--- src/rtl/muldiv_pkg.sv ---
// Shared types for the iterative RV32M/RV64M multiply/divide unit.
// Op encodings follow funct3 of the M extension.
package muldiv_pkg;

    typedef enum logic [2:0] {
        MD_MUL    = 3'b000,
        MD_MULH   = 3'b001,
        MD_MULHSU = 3'b010,
        MD_MULHU  = 3'b011,
        MD_DIV    = 3'b100,
        MD_DIVU   = 3'b101,
        MD_REM    = 3'b110,
        MD_REMU   = 3'b111
    } md_op_e;

    typedef enum logic [1:0] {
        S_IDLE = 2'b00,
        S_CALC = 2'b01,
        S_DONE = 2'b10
    } md_state_e;

    // {in1 signed, in2 signed}
    function automatic logic [1:0] is_signed_op(md_op_e op);
        case (op)
            MD_MUL, MD_MULH, MD_DIV, MD_REM: is_signed_op = 2'b11;
            MD_MULHSU:                       is_signed_op = 2'b10;
            default:                         is_signed_op = 2'b00;
        endcase
    endfunction

endpackage

--- src/rtl/muldiv_unit.sv ---
// Radix-2 multiply / restoring divide unit with a 1-cycle path
// for divide-by-zero and signed overflow.
module muldiv_unit
    import muldiv_pkg::*;
#(
    parameter int XLEN = 32
) (
    input  logic            clk,
    input  logic            rst_n,
    input  logic            in_valid,
    output logic            in_ready,
    input  logic [2:0]      op,
    input  logic [XLEN-1:0] in1,
    input  logic [XLEN-1:0] in2,
    input  logic            flush,
    output logic            out_valid,
    input  logic            out_ready,
    output logic [XLEN-1:0] result,
    output logic            busy
);

    localparam int CW = $clog2(XLEN);
    localparam logic [XLEN-1:0] MOST_NEG = {1'b1, {(XLEN-1){1'b0}}};

    md_state_e         state;
    md_op_e            op_q;
    logic              div_q;
    logic              neg_q;
    logic [XLEN-1:0]   mag_q;
    logic [2*XLEN-1:0] acc;
    logic [CW-1:0]     cnt;
    logic [XLEN-1:0]   result_q;

    md_op_e          op_in;
    logic [1:0]      sgn;
    logic            n1, n2;
    logic [XLEN-1:0] mag1, mag2;
    logic            div_zero, ovf, special, sign_in;
    logic [XLEN-1:0] special_res;

    assign op_in    = md_op_e'(op);
    assign sgn      = is_signed_op(op_in);
    assign n1       = sgn[1] & in1[XLEN-1];
    assign n2       = sgn[0] & in2[XLEN-1];
    assign mag1     = n1 ? -in1 : in1;
    assign mag2     = n2 ? -in2 : in2;
    assign div_zero = op[2] && (in2 == '0);
    assign ovf      = op[2] && !op[0] && (in1 == MOST_NEG) && (&in2);
    assign special  = div_zero | ovf;
    // Remainder takes the dividend's sign; everything else the xor.
    assign sign_in  = (op[2] && op[1]) ? n1 : (n1 ^ n2);

    always_comb begin
        special_res = '0;
        unique case (1'b1)
            div_zero && !op[1]: special_res = '1;
            div_zero &&  op[1]: special_res = in1;
            ovf && !op[1]:      special_res = in1;
            default:            special_res = '0;
        endcase
    end

    logic [XLEN:0]     sum, trial;
    logic [2*XLEN-1:0] step_acc;

    always_comb begin
        sum   = {1'b0, acc[2*XLEN-1:XLEN]} + {1'b0, mag_q};
        trial = acc[2*XLEN-1:XLEN-1] - {1'b0, mag_q};
        if (div_q) begin
            if (trial[XLEN])
                step_acc = {acc[2*XLEN-2:0], 1'b0};
            else
                step_acc = {trial[XLEN-1:0], acc[XLEN-2:0], 1'b1};
        end else if (acc[0]) begin
            step_acc = {sum, acc[XLEN-1:1]};
        end else begin
            step_acc = {1'b0, acc[2*XLEN-1:1]};
        end
    end

    logic [2*XLEN-1:0] prod;
    logic [XLEN-1:0]   quo, rem, fin;

    always_comb begin
        prod = neg_q ? -step_acc : step_acc;
        quo  = neg_q ? -step_acc[XLEN-1:0] : step_acc[XLEN-1:0];
        rem  = neg_q ? -step_acc[2*XLEN-1:XLEN]
                     : step_acc[2*XLEN-1:XLEN];
        case (op_q)
            MD_MUL:                        fin = prod[XLEN-1:0];
            MD_MULH, MD_MULHSU, MD_MULHU:  fin = prod[2*XLEN-1:XLEN];
            MD_DIV, MD_DIVU:               fin = quo;
            default:                       fin = rem;
        endcase
    end

    always_ff @(posedge clk or negedge rst_n) begin
        if (!rst_n) begin
            state    <= S_IDLE;
            op_q     <= MD_MUL;
            div_q    <= 1'b0;
            neg_q    <= 1'b0;
            mag_q    <= '0;
            acc      <= '0;
            cnt      <= '0;
            result_q <= '0;
        end else if (flush) begin
            state <= S_IDLE;
        end else begin
            case (state)
                S_IDLE: if (in_valid) begin
                    op_q  <= op_in;
                    div_q <= op[2];
                    neg_q <= sign_in;
                    mag_q <= mag2;
                    acc   <= {{XLEN{1'b0}}, mag1};
                    cnt   <= CW'(XLEN - 1);
                    if (special) begin
                        result_q <= special_res;
                        state    <= S_DONE;
                    end else begin
                        state <= S_CALC;
                    end
                end
                S_CALC: begin
                    acc <= step_acc;
                    if (cnt == '0) begin
                        result_q <= fin;
                        state    <= S_DONE;
                    end else begin
                        cnt <= cnt - CW'(1);
                    end
                end
                S_DONE: if (out_ready) state <= S_IDLE;
                default: state <= S_IDLE;
            endcase
        end
    end

    assign in_ready  = (state == S_IDLE);
    assign out_valid = (state == S_DONE);
    assign busy      = (state != S_IDLE);
    assign result    = result_q;

endmodule

--- config.mk ---
export PLATFORM = sky130hd
export DESIGN_NAME = muldiv_unit
export DESIGN_NICKNAME = d
export VERILOG_FILES = /design/src/rtl/muldiv_pkg.sv /design/src/rtl/muldiv_unit.sv
export SDC_FILE = /design/constraint.sdc
export NUM_CORES = 1
export LEC_CHECK = 0
export CORE_UTILIZATION = 50
export CTS_CLUSTER_SIZE = 8
export DETAILED_ROUTE_END_ITERATION = 8
export PLACE_DENSITY = 0.74
export SYNTH_ARGS = -nofsm -noshare
export SYNTH_HDL_FRONTEND = slang
export SYNTH_SLANG_ARGS = --single-unit
--- constraint.sdc ---
create_clock -name clk -period 8.5 [get_ports clk]
set_clock_uncertainty 0.15 [all_clocks]
set_input_delay 1.7 -clock clk [delete_from_list [all_inputs] [get_ports clk]]
set_output_delay 1.7 -clock clk [all_outputs]
set_load 0.05 [all_outputs]
==> impl.org, run 1 <==
** Floorplan
- Die outline area :: between 30000 and 40000 sq um
- The core region is ~30000 sq um.
- Io pins :: approximately 110
- Measured along the x axis, the die boundary spans 177 microns.
- The initial utilization of the core area, before any placement, comes to about half.
- Height of the chip :: 177 microns
- Row count :: 63

** Critical path
- The largest single stage delay on the critical path is 0.50 ns.
- In this design, the critical path's most frequently occurring cell is or3_1.
- Cell chain of the critical path :: inv_1 -> ha_1 -> inv_1 -> fa_1 -> a21o_1 -> a221oi_4 -> a211oi_4 -> o211a_4 -> o211ai_2 -> nor2_2 -> a21oi_1 -> ha_1 -> or3b_2 -> or3_1 -> or3_1 -> or2_2 -> and3_1 -> or3_1 -> a311oi_1 -> o31ai_1
- Type of origin of the critical path :: register
- Along the worst path, the maximum fanout reaches 9.
- The worst setup path is of the register to register kind.
- Worst-path cell with the longest stage delay :: or3b_2
- Required time of the worst setup path :: about 8.6 ns
- Type of destination of the critical path :: register
- For the worst flop-to-flop path, the logic depth is 20.
- STA puts the critical path data arrival time at 6.43 ns.

** STA
- Highest clock frequency the design can meet :: 0.159 GHz
- In the final timing run, aggregate negative setup slack is 0 ns.
- RSZ-0062 raised after global routing :: false
- Setup violations remaining at the end of the flow were counted as 0.
- Worst slew margin relative to its limit :: 10.1%
- Final period util :: 74.1%
- Final count of hold timing violations :: 0
- Post-route minimum period :: between 6 and 7 ns
- Least-Margin Pin Slew :: between 1 and 1.5 ns
- Across all hold checks on the routed design, the worst slack comes to about 0.35 ns.
- Max-slew violation count :: 0

** Power and ir drop
- Share of power burned in the clock network :: a little over an eighth
- Highest ir drop seen on vdd :: about 0.0002 V
- Sequential fraction of design power :: about a fifth
- Cell internal pwr :: between 2000 and 3000 uW
- In this run the power density over the cells is approximately 350 nW/um^2.
- Combinational Power Share :: about two thirds
- Summed over all nets, the switching power comes to 3310 uW.
- Reported leakage power :: approximately 0.0070 uW
- Net switching is around 55% of the power.

** Routing
- Count of vias placed by the detailed router :: between 15000 and 20000
- Dividing the detail-routed wire length by the instance count gives between 20 and 25 microns.
- For this block, the initial DRC count from the detailed router was between 2000 and 2500.
- Remaining DRCs :: 0
- For this run, the detailed router's first-pass iteration total came to 6.
- Final ANT Viol Nets :: 0
- Via-to-Cell Ratio :: 6.84
- Routed WL :: a little under 60000 microns

** CTS
- After clock tree synthesis, the clock-pin slew on the worst setup and hold paths is ~0.07 ns.
- After clock tree synthesis, the setup repair step added 0 buffers.
- Maximum level of the CTS H-tree :: 4
- The tree built by TritonCTS fans out to about 140 sinks.
- In this run the clock root is driven by a clkbuf_16.
- Total of hold buffers inserted after clock tree synthesis :: 0
- Clock buffer count from CTS :: 17
- Number of gates given a new drive strength after cts :: 0
- TritonCTS clock tree :: built
- No sink is reached through more buffers than the 2 on the longest clock path.
- Clock latency of the later-clocked register in the worst-skew pair :: 0.44 ns

** Final layout
- The area growth from synthesis to layout is 11.8%.
- Registers take between 3000 and 4000 sq um.
- Commonest cells after routing, fill and taps aside :: nand2_1 (241), a21oi_1 (233), o21ai_0 (198)
- For this run, the post-layout net count is about 2200.
- In the final layout, the share of cells above drive strength 1 is under 10%.
- Area of combinational cells with multiple inputs :: about 11000 sq um
- 0 antenna diodes ended up in the layout.
- The filler cells instantiated in the layout total 2865.
- Most frequent standard cell in the layout excluding fill and tap cells :: nand2_1

** Global route
- First-pass GRT wire length :: 90000 microns
- Entering global routing, the biggest net connects roughly 90 pins.
- Total global routing track utilization :: between 30 and 40%
- Met1 track demand over resource :: just over 50%
- Vias in the first global route :: approximately 16000
- Global route hottest layer :: met2
- Total grt overflow :: 0
- Met3 Use GR :: 7.54%
- The number of antenna violations at the first check in global routing is 1.
- Met2 global-route usage :: between 50% and 60%

** Synth
- The Yosys step of the flow raised 0 warnings.
- Summing every instance area after synthesis gives around 15000 sq um.
- Sequential cells were found to cover 22.6% of the synthesized design area.
- The synthesized design contains 0 enable-type register cells.
- Flops & latches, synth :: around 140
- Synth Flop Type :: dfrtp_1
- When the netlist entered floorplanning its net count stood at ~2200.
- Cells after Synth :: a little over 2000
- Summed over all instances, the cell type with the most area after synthesis is dfrtp_1.
- Count of distinct cell types in the synthesized netlist :: 101
- Async set-reset flop share out of synthesis :: between 90% and 100%
- Of the post-synthesis cell area, the dominant cell type holds between 20% and 30%.
- Ranked by total cell area, the synthesized netlist is headed by dfrtp_1 (23%), a21oi_1 (7.6%), o21ai_0 (6.4%), nand2_1 (5.9%), ha_1 (5.8%).
- Synth Area per Inst :: ~7.4 sq um

** Job
- The tool flagged a number of max-cap violations equal to 0.

** Run status
- The flow ran to the end, and the final reports show no timing, DRC or antenna violations.

** Placed design
- Routability congestion estimate from global placement :: ~1
- Number of input and output port buffers inserted :: 106
- Detailed Place HPWL :: about 44000 microns

** Worst hold path
- In this run the worst hold path is classified as register to register.
- Hold Path Stages :: 2
sequential cells by signal, summed over array words and instances, names as in the netlist:
| name | flops |
|---|---|
| acc | 64 |
| cnt | 5 |
| mag_q | 32 |
| neg_q | 1 |
| op_q | 3 |
| result | 32 |
| state | 2 |
path summary, 6_finish.rpt:
kind	to	startpoint	slack [ns]
setup / recovery	result[4]	acc[31]	2.20
hold / removal	result[28]	result[28]	0.35
setup reg to reg	result[4]	acc[31]	2.20
hold reg to reg	result[28]	result[28]	0.35
max in group asynchronous	op_q[2]	rst_n	5.57
min in group asynchronous	acc[18]	rst_n	1.16
worst max-delay path, delay by kind of cell, from the launching register on:
kind | cells | cell delay (ns)
simple gates | 7 | 2.55
compound gates | 8 | 2.05
fa+ha+maj | 3 | 0.84
flops | 1 | 0.41
buf+inv | 2 | 0.16
per-stage QoR:
stage	cell area (sq um)	power [uW]	cells	utilization, %	setup WS [ns]
finish	17200	6010	2504	57.4	2.20
global route	17200	6350	2504	57.4	2.06
CTS	17200	5860	2504	57.4	2.35
detailed placement	16600	5060	2472	55.4	2.39
global placement	16600	5010	2472	55.4	2.63
floorplan	15400	3940	2075	-	2.85
kinds of logic after synthesis:
logic type                 share of synthesized area (%)
muxes                                               3.63
xor gates and xnor gates                            7.92
and+or+nand+nor                                     22.7
AOI/OAI and AO/OA                                   32.0
DFF                                                 22.6
adders and majority gates                           6.04
buffers and inverters                               5.01
layer usage:
layer | part of all wire [%] | routed length [microns]
met5 | 0 | 0
met4 | 4.7 | 2710
met3 | 12 | 6720
met2 | 43 | 24700
met1 | 41 | 23900
cell usage after synthesis (all sizes together) (9+ instances only):
cell and number:
a21o 34, nor3 70, dfrtp 139, a21oi 237, ha 71, buf 33, o41ai 11, or2 13
o21a 14, o31ai 38, nand2 243, nor2b 18, nand2b 12, nand4 29, a22o 21, or3 20
o211ai 15, a221oi 11, xor2 62, clkbuf 84, and2 22, a31oi 26, nand3 34, xnor2 77
and3 27, mux2i 41, nor4 21, nor2 169, o21ai 213, a211oi 29, a211o 9, mux2 12
inv 73
layout make-up:
class / count / share of cell area (%)
Timing Repair Buffer: 124 / 6.97
Sequential cell: 139 / 20.3
Inverter: 73 / 1.59
Tap cell: 390 / 2.84
Multi-Input combinational cell: 1746 / 65.0
Clock inverter: 12 / 0.816
Clock buffer: 20 / 2.54
power groups by stage:
stage | sequential, uW | combinational [uW] | clock [uW]
floorplan | 1160 | 2780 | 0
global placement | 1110 | 3900 | 0
detailed placement | 1110 | 3950 | 0
CTS | 1100 | 3980 | 777
global route | 1140 | 4410 | 802
finish | 1120 | 4110 | 785
(Power assumes the default switching activity.)
==> inputs of run 2 (changes only) <==
--- a/config.mk
+++ b/config.mk
@@ -8,7 +8,7 @@
 export CORE_UTILIZATION = 50
 export CTS_CLUSTER_SIZE = 8
 export DETAILED_ROUTE_END_ITERATION = 8
-export PLACE_DENSITY = 0.74
+export PLACE_DENSITY = 0.77
 export SYNTH_ARGS = -nofsm -noshare
 export SYNTH_HDL_FRONTEND = slang
 export SYNTH_SLANG_ARGS = --single-unit
==> constraint.sdc (replaced) <==
create_clock -name clk -period 5.53 [get_ports clk]
set_clock_uncertainty 0.15 [all_clocks]
set_input_delay 1.106 -clock clk [delete_from_list [all_inputs] [get_ports clk]]
set_output_delay 1.106 -clock clk [all_outputs]
set_load 0.05 [all_outputs]
==> impl.org, run 2 (synthesis results as in run 1) <==
** Critical path
- The setup slack of the most critical reg-to-reg path is 0.18 ns (-2.02 ns).
- The worst register-to-register path ends at result[26].
- The critical path ends at result[26].
- Crit path max fanout :: 7 (-2)
- The arrival time at the worst endpoint is 5.60 ns (-0.83 ns).
- Family with the most delay on the worst path :: simple AND/OR/NAND/NOR gates
- Required time of the worst setup path :: 5.78 ns (-2.86 ns)
- Type of destination of the critical path :: register
- Number of cells on the critical path :: 21 (+5.0%)
- The signal on the critical path passes through inv_1 -> ha_1 -> inv_1 -> fa_2 -> a21o_1 -> a221oi_4 -> a211oi_4 -> o211a_4 -> o211ai_4 -> nor2_2 -> a21oi_2 -> ha_2 -> or3b_4 -> or3_4 -> or3_4 -> or2_4 -> nand4b_1 -> or4_1 -> o21a_1 -> nand3_1 -> a21o_1.
- The worst setup path is launched from a register.
- By startpoint and endpoint, the worst setup path is classified as register to register.
- Worst-path cell with the longest stage delay :: or4_1
- The buffering stage count on the worst path with inverters included came to 2 (unchanged).
- The length in cells of the worst reg-to-reg path was 21 (+5.0%).
- Launch instance of the worst register-to-register path :: acc[31]
- Tracing the worst setup path back leads to its startpoint at acc[31].
- The largest incremental delay on the critical path was 0.57 ns (+0.07 ns).

** Final layout
- The area taken by flip-flops and latches came to 3480 sq um (unchanged).
- Commonest cells after routing, fill and taps aside :: nand2_1 (239), a21oi_1 (231), o21ai_0 (198)
- Final net count :: 2340 (+4.2%)
- Number of filler instances in the final layout :: 2742 (-4.3%)
- The register with the most flip-flops in the final layout is acc.
- Number of standard cells in the layout, taps in and fillers out :: 2598 (+3.8%)
- Total inserted antenna cells :: 0 (unchanged)
- The utilization after layout came to 60.0% (+2.7 points).
- The number of flip-flops under the largest register name was 64 (unchanged).
- The share of final-layout standard cells stronger than drive strength 1 was 10.6% (+4.7 points).
- Most frequent standard cell in the layout excluding fill and tap cells :: nand2_1
- Area of combinational cells with multiple inputs :: 11200 sq um (+0.67%)
- From synthesis to final layout, the design area changed by 17.0%.

** Floorplan
- The number of standard-cell rows in the floorplan is 63 (unchanged).
- Height of the chip :: 177 microns (unchanged)
- The die extent in x came to 177 microns (unchanged).
- Io pins :: 107 (unchanged)
- The area enclosed by the die boundary was 31400 sq um (unchanged).
- The area of the placeable core is 30000 sq um (unchanged).
- The starting density of the core came to 51.3% (unchanged).

** STA
- The final hold violation count came to 0 (unchanged).
- Worst slew margin relative to its limit :: 17.2% (+7.0 points)
- Max-slew violation count :: 0 (unchanged)
- Post-route minimum period :: 5.35 ns (-0.950 ns)
- Highest clock frequency the design can meet :: 0.187 GHz (+18%)
- Final period util :: 96.7% (+23 points)
- RSZ-0062 raised after global routing :: true
- The final-report setup violation count was 0 (unchanged).
- The actual transition at the worst max-transition pin was 1.24 ns (-0.0945 ns).

** CTS
- The number of H-tree branching levels was 4 (unchanged).
- In this run the clock root is driven by a clkbuf_16.
- The source-to-sink clock delay at the later pin of the worst-skew pair came to 0.46 ns (+0.02 ns).
- Total of hold buffers inserted after clock tree synthesis :: 0 (unchanged)
- Clock buffer count from CTS :: 17 (unchanged)
- Number of buffers on the longest clock path :: 2 (unchanged)
- TritonCTS clock tree :: built
- Clock slew at the register clock pins of the worst setup and hold paths :: 0.08 ns (about the same)
- The number of clock sinks was 139 (unchanged).

** Power and ir drop
- The static leakage was 0.00755 uW (+7.2%).
- Power per standard cell area :: 546 nW/um^2 (+56%)
- Highest ir drop seen on vdd :: 0.000301 V (+48%)

** Routing
- Via-to-Cell Ratio :: 6.74 (-1.5%)
- Remaining DRCs :: 0 (unchanged)
- Routed WL :: 61200 microns (+5.4%)
- DRC violation total after the first TritonRoute iteration :: 2356 (+13%)
- The detailed-routing iteration count for the pre-antenna-repair pass is 6 (unchanged).
- Post-DR wirelength/cell :: 23.5 microns (+1.6%)
- The number of antenna-violating nets in the routed design came to 0 (unchanged).
- Count of vias placed by the detailed router :: 17500 (+2.2%)

** Placed design
- The count of buffers inserted at the top-level ports came to 106 (unchanged).
- The global placement routability congestion came to 1.04 (+1.5%).
- The number of cells after detailed placement was 2563 (+3.7%).
- Detailed Place HPWL :: 46300 microns (+6.2%)

** Global route
- Largest net degree at the start of global routing :: 91 (unchanged)
- The number of antenna violations at the first check in global routing was 0 (-1).
- The global-route wire length before repair is 92800 microns (+3.1%).
- Met2 global-route usage :: 56.3% (+0.75 points)
- Vias in the first global route :: 16000 (+0.89%)
- Total global routing track utilization :: 38.5% (+1.5 points)
- Global route hottest layer :: met2
- Met1 track demand over resource :: 52.7% (+1.7 points)
- Met3 Use GR :: 10.0% (+2.5 points)
- The total grt overflow is 0 (unchanged).

** Worst hold path
- The min-delay analysis places its worst path in the category register to register.

** Run status
- The flow ran to the end, and the final reports show no timing, DRC or antenna violations.

** Job
- The count of max-cap constraint violations is 0 (unchanged).
==> run 2: worst reg2reg max path: stages, from the launching register on <==
cell      delay, ns
dfrtp_1        0.38
inv_1          0.08
ha_1           0.17
inv_1          0.06
fa_2           0.34
a21o_1         0.22
a221oi_4       0.29
a211oi_4       0.12
o211a_4        0.28
o211ai_4       0.20
nor2_2         0.09
a21oi_2        0.15
ha_2           0.20
or3b_4         0.39
or3_4          0.34
or3_4          0.33
or2_4          0.27
nand4b_1       0.32
or4_1          0.57
o21a_1         0.18
nand3_1        0.06
a21o_1         0.11
==> run 2: final cells by class <==
| class | count | area share [%] |
|---|---|---|
| clock inverters | 15 | 0.925 |
| multi-input cells | 1747 | 62.5 |
| clock buffers | 17 | 2.37 |
| well taps | 390 | 2.71 |
| inverters | 73 | 1.52 |
| repair buffers | 217 | 10.6 |
| flip-flops and latches | 139 | 19.4 |
==> run 2: worst min-delay path by stage <==
stage               slack [ns]  startpoint         end  depth (start not counted)
finish                    0.33  result[11]  result[11]                          1
global route              0.35  result[11]  result[11]                          1
CTS                       0.34  result[11]  result[11]                          1
detailed placement        0.32  result[11]  result[11]                          1
global placement          0.32  result[11]  result[11]                          1
floorplan                 0.31      cnt[0]      cnt[0]                          1
==> run 2: layer usage <==
layer / routed length (microns) / share of wire, %
met4: 3140 / 5.1
met1: 24900 / 41
met2: 25800 / 42
met5: 0 / 0
met3: 7390 / 12
==> run 2: metrics by stage <==
stage	worst slack, ns	hold WS (ns)	area (sq um)	power, uW	TNS, ns
2_1_floorplan	0.0133	0.312	15400	6070	0
3_3_place_gp	0.0418	0.315	17300	8210	0
3_5_place_dp	-0.0246	0.323	17300	8270	-0.0246
4_1_cts	0.101	0.339	17900	9510	0
5_1_grt	-0.00359	0.351	18000	10300	-0.00359
6_report	0.182	0.331	18000	9810	0
==> run 2: what timing repair did <==
action / CTS / global route
setup buffers: 0 / 2
setup endpoints to repair: 0 / 16
resized for setup: 0 / 15
==> run 2: power by group <==
group | switching, uW | internal, uW | leakage, uW | total (uW)
sequential | 316 | 1290 | 0.00177 | 1610
combinational | 4440 | 2550 | 0.00548 | 6990
clock | 569 | 646 | 0.000295 | 1220
